File: config.mk
export PLATFORM = sky130hd
export DESIGN_NAME = sr_cmd_conditioner
export DESIGN_NICKNAME = d
export VERILOG_FILES = /design/src/rtl/sr_cmd_pkg.sv /design/src/rtl/sr_cmd_conditioner_debounce_channel.sv /design/src/rtl/sr_cmd_conditioner.sv
export SDC_FILE = /design/constraint.sdc
export NUM_CORES = 1
export LEC_CHECK = 0
export CORE_MARGIN = 2
export CORE_UTILIZATION = 31
export CTS_BUF_LIST = sky130_fd_sc_hd__clkbuf_4
export CTS_CLUSTER_SIZE = 24
export DETAILED_ROUTE_END_ITERATION = 8
export PLACE_DENSITY = 0.45
export SETUP_SLACK_MARGIN = 0.02
export SLEW_MARGIN = 5
export SYNTH_ARGS = -nofsm -noshare
export SYNTH_HDL_FRONTEND = slang
export SYNTH_HIERARCHICAL = 1
export SYNTH_SLANG_ARGS = --single-unit
File: constraint.sdc
create_clock -name clk -period 2.2 [get_ports clk]
set_input_delay 0.33 -clock clk [delete_from_list [all_inputs] [get_ports clk]]
set_output_delay 0.33 -clock clk [all_outputs]
set_load 0.02 [all_outputs]
File: src/rtl/sr_cmd_pkg.sv
// ============================================================================
// Module  : sr_cmd_pkg
// Purpose : Shared definitions for the SR latch command conditioner. Holds the
//           debounce FSM state encoding, the default timing parameters and the
//           helper that sizes the debounce qualification counter.
// Ports   : none (package)
// Revision: 1.0 - initial release
// ============================================================================
`default_nettype none

package sr_cmd_pkg;

    // Default number of consecutive stable synchronized samples required to
    // accept a level change on a button input.
    localparam int DEFAULT_DEBOUNCE_CYCLES = 16;

    // Default synchronizer depth per raw asynchronous input.
    localparam int DEFAULT_SYNC_STAGES = 2;

    // Debounce FSM states. Bit 1 of the encoding is the accepted level,
    // so HIGH and QUAL_LOW both read as 1.
    typedef enum logic [1:0] {
        LOW       = 2'b00,
        QUAL_HIGH = 2'b01,
        HIGH      = 2'b11,
        QUAL_LOW  = 2'b10
    } deb_state_e;

    // Width of a counter that must hold values 0..cycles without wrapping.
    function automatic int cnt_width(input int cycles);
        return $clog2(cycles + 1);
    endfunction

endpackage : sr_cmd_pkg

`default_nettype wire

File: src/rtl/sr_cmd_conditioner_debounce_channel.sv
// ============================================================================
// Module  : debounce_channel
// Purpose : One button channel: SYNC_STAGES-deep synchronizer, 4-state
//           debounce FSM with a saturating qualification counter, and rising
//           edge detection of the debounced level.
//
//           The channel publishes the *next* debounced level and the *next*
//           rising-edge pulse. The parent registers both in its output flops,
//           so the externally visible level and pulse change on the same
//           clock edge as the FSM enters HIGH, with no extra cycle of latency
//           and no combinational path from the raw pin to any output.
//
// Ports   : clk         - clock, rising edge
//           rst         - synchronous active-high reset
//           raw_i       - raw asynchronous bouncing button input
//           level_d_o   - next-cycle debounced level
//           rise_d_o    - next-cycle one-shot pulse on LOW->HIGH acceptance
// Revision: 1.0 - initial release
// ============================================================================
`default_nettype none

module debounce_channel
    import sr_cmd_pkg::*;
#(
    parameter int DEBOUNCE_CYCLES = DEFAULT_DEBOUNCE_CYCLES,
    parameter int SYNC_STAGES     = DEFAULT_SYNC_STAGES
) (
    input  logic clk,
    input  logic rst,
    input  logic raw_i,
    output logic level_d_o,
    output logic rise_d_o
);

    localparam int            CW       = cnt_width(DEBOUNCE_CYCLES);
    // The sample that brings the run length to DEBOUNCE_CYCLES is the one
    // that arrives while the counter already holds DEBOUNCE_CYCLES-1.
    localparam logic [CW-1:0] CNT_LAST = CW'(DEBOUNCE_CYCLES - 1);
    localparam logic [CW-1:0] CNT_MAX  = '1;
    localparam logic [CW-1:0] CNT_ONE  = CW'(1);

    // ------------------------------------------------------------------
    // Synchronizer: raw input enters bit 0, synchronized sample leaves the
    // top bit. Nothing else looks at raw_i.
    // ------------------------------------------------------------------
    logic [SYNC_STAGES-1:0] sync_q;
    logic                   sample;

    always_ff @(posedge clk) begin
        if (rst) begin
            sync_q <= '0;
        end else begin
            sync_q <= {sync_q[SYNC_STAGES-2:0], raw_i};
        end
    end

    assign sample = sync_q[SYNC_STAGES-1];

    // ------------------------------------------------------------------
    // Debounce FSM and counter
    // ------------------------------------------------------------------
    deb_state_e    state_q, state_d;
    logic [CW-1:0] cnt_q,   cnt_d;
    logic [CW-1:0] cnt_inc;

    // Saturating increment; the FSM normally leaves qualification before the
    // counter gets near its maximum, but it must never wrap back to zero.
    assign cnt_inc = (cnt_q == CNT_MAX) ? cnt_q : (cnt_q + CNT_ONE);

    always_ff @(posedge clk) begin
        if (rst) begin
            state_q <= LOW;
            cnt_q   <= '0;
        end else begin
            state_q <= state_d;
            cnt_q   <= cnt_d;
        end
    end

    always_comb begin
        state_d = state_q;
        cnt_d   = cnt_q;

        unique case (state_q)
            LOW: begin
                if (sample) begin
                    // First differing sample counts as one.
                    state_d = QUAL_HIGH;
                    cnt_d   = CNT_ONE;
                end
            end

            QUAL_HIGH: begin
                if (!sample) begin
                    state_d = LOW;
                    cnt_d   = '0;
                end else if (cnt_q >= CNT_LAST) begin
                    state_d = HIGH;
                    cnt_d   = '0;
                end else begin
                    cnt_d   = cnt_inc;
                end
            end

            HIGH: begin
                if (!sample) begin
                    state_d = QUAL_LOW;
                    cnt_d   = CNT_ONE;
                end
            end

            QUAL_LOW: begin
                if (sample) begin
                    state_d = HIGH;
                    cnt_d   = '0;
                end else if (cnt_q >= CNT_LAST) begin
                    state_d = LOW;
                    cnt_d   = '0;
                end else begin
                    cnt_d   = cnt_inc;
                end
            end

            default: begin
                state_d = LOW;
                cnt_d   = '0;
            end
        endcase
    end

    // ------------------------------------------------------------------
    // Next-cycle level and press pulse. Only an accepted press produces a
    // pulse; accepting a release does not.
    // ------------------------------------------------------------------
    assign level_d_o = (state_d == HIGH) || (state_d == QUAL_LOW);
    assign rise_d_o  = (state_q == QUAL_HIGH) && (state_d == HIGH);

endmodule : debounce_channel

`default_nettype wire

File: src/rtl/sr_cmd_conditioner.sv
// ============================================================================
// Module  : sr_cmd_conditioner
// Purpose : Turns two raw bouncing push-buttons into clean one-cycle set and
//           reset pulses for a downstream SR latch. Each button is
//           synchronized and debounced independently; when both pulses land
//           in the same cycle the reset wins, the set is dropped and a
//           one-cycle conflict flag is raised, so S and R are never high
//           together.
//
// Ports   : clk      - clock, rising edge
//           rst      - synchronous active-high reset
//           set_btn  - raw asynchronous set button
//           clr_btn  - raw asynchronous clear button
//           S        - one-cycle set pulse (registered)
//           R        - one-cycle reset pulse (registered)
//           conflict - one-cycle flag: a set pulse was suppressed (registered)
//           set_lvl  - debounced set_btn level (registered)
//           clr_lvl  - debounced clr_btn level (registered)
// Revision: 1.0 - initial release
// ============================================================================
`default_nettype none

module sr_cmd_conditioner
    import sr_cmd_pkg::*;
#(
    parameter int DEBOUNCE_CYCLES = DEFAULT_DEBOUNCE_CYCLES,
    parameter int SYNC_STAGES     = DEFAULT_SYNC_STAGES
) (
    input  logic clk,
    input  logic rst,
    input  logic set_btn,
    input  logic clr_btn,
    output logic S,
    output logic R,
    output logic conflict,
    output logic set_lvl,
    output logic clr_lvl
);

    logic set_level_d, set_rise_d;
    logic clr_level_d, clr_rise_d;

    debounce_channel #(
        .DEBOUNCE_CYCLES (DEBOUNCE_CYCLES),
        .SYNC_STAGES     (SYNC_STAGES)
    ) u_set_ch (
        .clk       (clk),
        .rst       (rst),
        .raw_i     (set_btn),
        .level_d_o (set_level_d),
        .rise_d_o  (set_rise_d)
    );

    debounce_channel #(
        .DEBOUNCE_CYCLES (DEBOUNCE_CYCLES),
        .SYNC_STAGES     (SYNC_STAGES)
    ) u_clr_ch (
        .clk       (clk),
        .rst       (rst),
        .raw_i     (clr_btn),
        .level_d_o (clr_level_d),
        .rise_d_o  (clr_rise_d)
    );

    // ------------------------------------------------------------------
    // Conflict arbiter: clear has priority. A colliding set is discarded
    // outright rather than queued for a later cycle.
    // ------------------------------------------------------------------
    logic s_d, r_d, conflict_d;

    always_comb begin
        r_d        = clr_rise_d;
        s_d        = set_rise_d & ~clr_rise_d;
        conflict_d = set_rise_d &  clr_rise_d;
    end

    // ------------------------------------------------------------------
    // Output registers
    // ------------------------------------------------------------------
    logic s_q, r_q, conflict_q, set_lvl_q, clr_lvl_q;

    always_ff @(posedge clk) begin
        if (rst) begin
            s_q        <= 1'b0;
            r_q        <= 1'b0;
            conflict_q <= 1'b0;
            set_lvl_q  <= 1'b0;
            clr_lvl_q  <= 1'b0;
        end else begin
            s_q        <= s_d;
            r_q        <= r_d;
            conflict_q <= conflict_d;
            set_lvl_q  <= set_level_d;
            clr_lvl_q  <= clr_level_d;
        end
    end

    assign S        = s_q;
    assign R        = r_q;
    assign conflict = conflict_q;
    assign set_lvl  = set_lvl_q;
    assign clr_lvl  = clr_lvl_q;

endmodule : sr_cmd_conditioner

`default_nettype wire
==> reports/qor.yml, run 1 <==
outcome:
  status: "complete, no violations"
routing:
  vias: 1000
  first_iter_violations: 97
  totalWireLength_um: 2380
  firstDrtPassIters: 4
  ant_nets: 0
  drc: 0
  avgRoutedWirePerCell_um: 12.0
  viasPerCell: 5.03
place:
  dpl.hpwl_um: 1820
  port_buffers: 8
  pre_cts_ws_ps: 164
  gp_congestion: 0.818
  placed_cells: 195
min_path:
  hold_class: "reg2reg"
  whs_path_depth: 1
yosys:
  async_reset_ff_share_pct: 0
  synth_fp_nets: 150
  ys_seq_area_share_pct: 36.7
  avgSynthCellArea_sq_um: 9.37
  syn_area_sq_mm: 0.00126
  synthCells: 134
  synth_edf_count: 0
  ys_ff_latch: 23
  ys_types: 41
  synth_flop_cell: "dfxtp_1"
  yosys_warnings: 6
worst_setup_path:
  path_max_fanout: 5
  reg2reg_to: "conflict$_SDFF_PP0_"
  r2r_start: "u_set_ch/state_q[0]$_SDFF_PP0_"
  path_class: "reg2reg"
  path_buf_inv: 1
  cp.arrival_ps: 2230
  crit_path_start_kind: "flip-flop"
  crit_family: "compound AO/OA/AOI/OAI gates"
  slowest_stage: "dfxtp_1"
  cp-endpoint: "conflict$_SDFF_PP0_"
  crit_cells: 7
  ff2ff_path_depth: 7
  cp-end-kind: "flip-flop"
  crit_required_ps: 2420
  startpoint: "u_set_ch/state_q[0]$_SDFF_PP0_"
  slowest_delay_ps: 430
  rrSetupSlack_ps: 180
  crit_chain: "inv_1, ha_1, a21o_1, a31o_1, a221oi_2, and4b_1, and3b_2"
clocking:
  clk_pin_slew_ps: 140
  hold_buffers: 0
  clockRootBuffer: "clkbuf_4"
  postCtsSetupBuffers: 0
  htreeDepth: 1
  cts_tree: "yes"
  cts_sinks: 23
  worst_skew_pair.late_latency_ps: 310
  cts_made_buffers: 3
  max-clock-path-buffers: 2
  post_cts_resized: 0
cells_and_area:
  final_core_util_pct: 37.0
  layout-drive-gt1-share_pct: 12.8
  final_cells: 199
  antennaDiodeCount: 0
  syn_to_final_growth_pct: 16.0
  nFillCells: 394
  nets: 166
timing:
  period_minus_slack_ps: 2020
  worst_slack_ps: 185
  fin_skew_ps: 10.8
  drv_slew: 0
  fmax_ghz: 0.496
  worstMarginPinSlew_ps: 435
  tns_ps: 0
  slew-limit-headroom_pct: 70.4
  rsz0062_at_grt: "false"
  fin_crit_sh_pct: 91.6
  setup_viol: 0
  finalHoldViolations: 0
floorplan:
  dieArea_sq_mm: 0.00458
  fp.coreArea_sq_mm: 0.00394
  io_pins: 9
  fp-row-count: 23
  die_w_um: 67.7
  initial_utilization_pct: 31.9
  die_y_um: 67.7
job:
  maxCapViolCount: 0
global_routing:
  first_global_vias: 957
  grt_max_degree: 15
  grt-ovfl-total: 0
  antenna_found_initial: 0
  grt_pass1_wl_um: 4320
  grt_usage_pct: 12.5
pwr:
  powerDensity_mw_per_mm2: 591
  peakVddDrop_v: 0.000275
  p_leak_nw: 0.586
-- worst register-to-register path: cells and delay by family (launching register included) --
kind | cells | cell delay, ps
AO/OA/AOI/OAI | 3 | 690
AND/OR/NAND/NOR | 2 | 440
flip-flops | 1 | 430
adder cells (fa/ha/maj) | 1 | 260
buffers and inverters | 1 | 110
-- metal layers --
metal / GRT usage (%) / part of all wire, % / vias to the layer above
met5: 0 / 0 / -
met4: 3.83 / 0.97 / 0
met1: 16.2 / 50 / 450
met3: 4.00 / 5.3 / 2
met2: 19.5 / 44 / 29
li1: - / - / 519
-- flip-flops by register name (all words and copies together) (netlist names) --
name,flops
u_clr_ch/cnt_q,5
u_clr_ch/state_q,2
conflict,1
u_set_ch/state_q,2
u_set_ch/cnt_q,5
S,1
clr_lvl,1
u_set_ch/sync_q,2
R,1
u_clr_ch/sync_q,2
set_lvl,1
-- metrics by stage --
step           hold slack (ps)  instance area, sq um  power (mW)
2_1_floorplan              399                  1260       0.604
3_3_place_gp               425                  1420       0.665
3_5_place_dp               425                  1420       0.668
4_1_cts                    457                  1450       0.877
5_1_grt                    479                  1460       0.933
6_report                   457                  1460       0.862
-- Yosys cell counts (all sizes together), types with 2 or more instances --
cell type | n | share of area (%)
nand2b | 5 | 2.5
a21oi | 8 | 3.2
nand3b | 2 | 1.2
o22ai | 2 | 1.0
a31oi | 2 | 1.0
a41oi | 2 | 1.4
and2 | 2 | 1.2
a21o | 4 | 2.4
o21a | 2 | 1.2
nor2 | 11 | 3.3
and2b | 3 | 2.1
nor3 | 2 | 0.80
o211ai | 2 | 1.2
nor2b | 5 | 2.5
nor3b | 4 | 2.4
a211oi | 4 | 2.8
ha | 12 | 12
nand2 | 8 | 2.4
dfxtp | 23 | 37
inv | 9 | 2.7
mux2i | 5 | 4.3
-- worst min path at each step --
stage,from,slack [ps],to
after floorplan,rst,400,u_clr_ch/state_q[0]$_SDFF_PP0_
after global placement,u_set_ch/sync_q[0]$_SDFF_PP0_,430,u_set_ch/sync_q[1]$_SDFF_PP0_
after detailed placement,u_set_ch/sync_q[0]$_SDFF_PP0_,430,u_set_ch/sync_q[1]$_SDFF_PP0_
after CTS,u_set_ch/sync_q[0]$_SDFF_PP0_,460,u_set_ch/sync_q[1]$_SDFF_PP0_
after global routing,u_set_ch/sync_q[0]$_SDFF_PP0_,480,u_set_ch/sync_q[1]$_SDFF_PP0_
final,u_set_ch/sync_q[0]$_SDFF_PP0_,460,u_set_ch/sync_q[1]$_SDFF_PP0_
-- cells in the final DEF, fill, tap and decap left out, drive strengths merged, types with 2 or more instances in the layout --
cell type,n
ha,12
and2b,3
nand2,8
a41oi,2
o21a,2
a31oi,2
nand2b,5
a21o,4
and2,2
clkbuf,3
buf,4
dfxtp,23
mux2i,5
o22ai,2
inv,9
nor3,2
clkdlybuf4s50,8
nor2,11
nand3b,2
a211oi,4
nor2b,5
nor3b,4
o211ai,2
a21oi,8
-- cell type report --
class	instances	area, sq um	area share, %
clock inverters	1	7.51	0.515
well taps	50	62.6	4.29
inverters	9	33.8	2.32
clock buffers	3	22.5	1.55
multi-input cells	101	759	52.1
repair buffers	12	110	7.55
flip-flops and latches	23	462	31.7
-- cell families after synthesis --
group / share of synthesized area (%)
adder cells (fa/ha/maj): 12.0
AND/OR/NAND/NOR: 21.8
buffers and inverters: 3.29
multiplexers: 4.28
flip-flops: 36.7
AO/OA/AOI/OAI: 22.0
-- report_power, final --
part	switching, mW	internal (mW)	leakage, nW	total (mW)
clock network	0.132	0.0693	0.0139	0.201
registers	0.0217	0.438	0.188	0.460
logic	0.106	0.0943	0.384	0.201
total	0.260	0.602	0.586	0.862
Note: power is estimated with default switching activity, not from simulation.
==> run 2, diff against run 1 <==
Settings changed: PLACE_DENSITY 0.45 to unset.
Clock period 2.2 ns to 1.68 ns, I/O delays scaled along.
==> reports/qor.yml, run 2 (synthesis gave the netlist of run 1 again) <==
outcome:
  status: "complete, but fails checks"
  violations: "negative setup slack"
pwr:
  p_leak_nw: 0.731
  power.share.clock_pct: 21.6
  power_frac_comb_pct: 29.4
  powerDensity_mw_per_mm2: 699
  peakVddDrop_v: 0.000225
  netSwitchingPower_uw: 379
  p_int_uw: 850
  seqPwrFrac_pct: 49.0
  power.total_mw: 1.23
  switching_share_pct: 30.8
job:
  maxCapViolCount: 0
timing:
  worst_slack_ps: -80.2
  worstMarginPinSlew_ps: 362
  fin_skew_ps: 2.90
  fmax_ghz: 0.568
  rsz0062_at_grt: "true"
  finalHoldViolations: 0
  slew-limit-headroom_pct: 75.3
  setup_viol: 5
  period_minus_slack_ps: 1760
  fin_crit_sh_pct: 105
  drv_slew: 0
global_routing:
  grt_max_degree: 14
  grt_pass1_wl_um: 4530
  antenna_found_initial: 0
  grt-ovfl-total: 0
  first_global_vias: 1060
  grt_usage_pct: 12.8
floorplan:
  dieArea_sq_mm: 0.00458
  die_y_um: 67.7
  initial_utilization_pct: 31.9
  die_w_um: 67.7
  fp.coreArea_sq_mm: 0.00394
  io_pins: 9
  fp-row-count: 23
min_path:
  whs_path_depth: 1
  hold_class: "reg2reg"
  min_to: "u_set_ch/sync_q[1]$_SDFF_PP0_"
  hold_start: "u_set_ch/sync_q[0]$_SDFF_PP0_"
clocking:
  htreeDepth: 1
  worst_skew_pair.late_latency_ps: 320
  cts_made_buffers: 3
  cts_tree: "yes"
  clk_pin_slew_ps: 130
  max-clock-path-buffers: 2
  clockRootBuffer: "clkbuf_4"
  hold_buffers: 0
  postCtsSetupBuffers: 0
  cts_sinks: 23
place:
  placed_cells: 222
  dpl.hpwl_um: 2100
  port_buffers: 8
  place_area_sq_mm: 0.00168
  gp_congestion: 0.895
worst_setup_path:
  path_max_fanout: 4
  rrSetupSlack_ps: -80
  crit_required_ps: 1910
  path_class: "reg2reg"
  crit_path_start_kind: "flip-flop"
  slowest_delay_ps: 400
  crit_chain: "ha_4, a21o_1, a2111o_1, a211oi_4, a211oi_2, and2b_2"
  path_buf_inv: 0
  cp.arrival_ps: 1990
  cp-end-kind: "flip-flop"
  crit_family: "compound AO/OA/AOI/OAI gates"
  slowest_stage: "a2111o_1"
  reg2reg_to: "R$_SDFF_PP0_"
  r2r_start: "u_clr_ch/cnt_q[0]$_SDFFE_PP0P_"
  ff2ff_path_depth: 6
cells_and_area:
  largestRegisters: "u_clr_ch/cnt_q (5), u_set_ch/cnt_q (5)"
  layout-drive-gt1-share_pct: 35.2
  fin_area_sq_mm: 0.00176
  final_cell_mix: "buf_4, dfxtp_1, nor2_1"
  final_core_util_pct: 44.6
  multi_input_area_sq_um: 847
  nFillCells: 378
  syn_to_final_growth_pct: 40.0
  final_cells: 226
  nets: 193
  seqCellArea_sq_um: 473
  final_common_cell: "buf_4"
  antennaDiodeCount: 0
routing:
  viasPerCell: 4.96
  ant_nets: 0
  drc: 0
  first_iter_violations: 58
  vias: 1120
  avgRoutedWirePerCell_um: 12.0
  firstDrtPassIters: 4
  totalWireLength_um: 2710
## run 2: layout make-up
class | instances | area share [%]
clock buffers | 3 | 1.28
well taps | 50 | 3.56
clock inverters | 1 | 0.284
repair buffers | 39 | 17.8
inverters | 9 | 2.06
multi-input cells | 101 | 48.2
flip-flops and latches | 23 | 26.9
## run 2: through the flow
stage | TNS [ps] | setup WS (ps) | hold slack [ps]
4_1_cts | -324 | -85.8 | 458
3_3_place_gp | -106 | -61.0 | 430
2_1_floorplan | -29.4 | -24.7 | 315
3_5_place_dp | -328 | -116 | 430
5_1_grt | -612 | -142 | 467
6_report | -252 | -80.2 | 458
## run 2: timing repair
item                       CTS  global route
pin swaps                    1             2
gates resized for setup      5             5
setup endpoints to repair    7            10
## run 2: worst reg2reg max path: cells and delay by family (launching register included)
family                   cells  cell delay [ps]
AO/OA/AOI/OAI                4              930
adder cells (fa/ha/maj)      1              160
flip-flops                   1              370
AND/OR/NAND/NOR              1              210
## run 2: power by group through the flow
stage               combinational (mW)  sequential [mW]  clock (mW)
floorplan                        0.184            0.618           0
global placement                 0.321            0.612           0
detailed placement               0.329            0.613           0
CTS                              0.350            0.602       0.290
global route                     0.396            0.607       0.303
finish                           0.361            0.602       0.266
## run 2: layer usage
metal	global-route usage (%)	routed length [um]
met5	0	0
met4	6.89	66
met3	2.50	78
met2	20.1	1270
met1	16.5	1290
## run 2: worst max path at each step
stage | cells after the start | slack [ps] | start | to
detailed placement | 7 | -120 | u_clr_ch/state_q[1]$_SDFF_PP0_ | conflict$_SDFF_PP0_
global route | 6 | -140 | u_clr_ch/cnt_q[0]$_SDFFE_PP0P_ | conflict$_SDFF_PP0_
CTS | 6 | -90 | u_clr_ch/cnt_q[0]$_SDFFE_PP0P_ | conflict$_SDFF_PP0_
finish | 6 | -80 | u_clr_ch/cnt_q[0]$_SDFFE_PP0P_ | R$_SDFF_PP0_
global placement | 7 | -60 | u_clr_ch/state_q[1]$_SDFF_PP0_ | conflict$_SDFF_PP0_
floorplan | 7 | -20 | u_set_ch/state_q[1]$_SDFF_PP0_ | conflict$_SDFF_PP0_
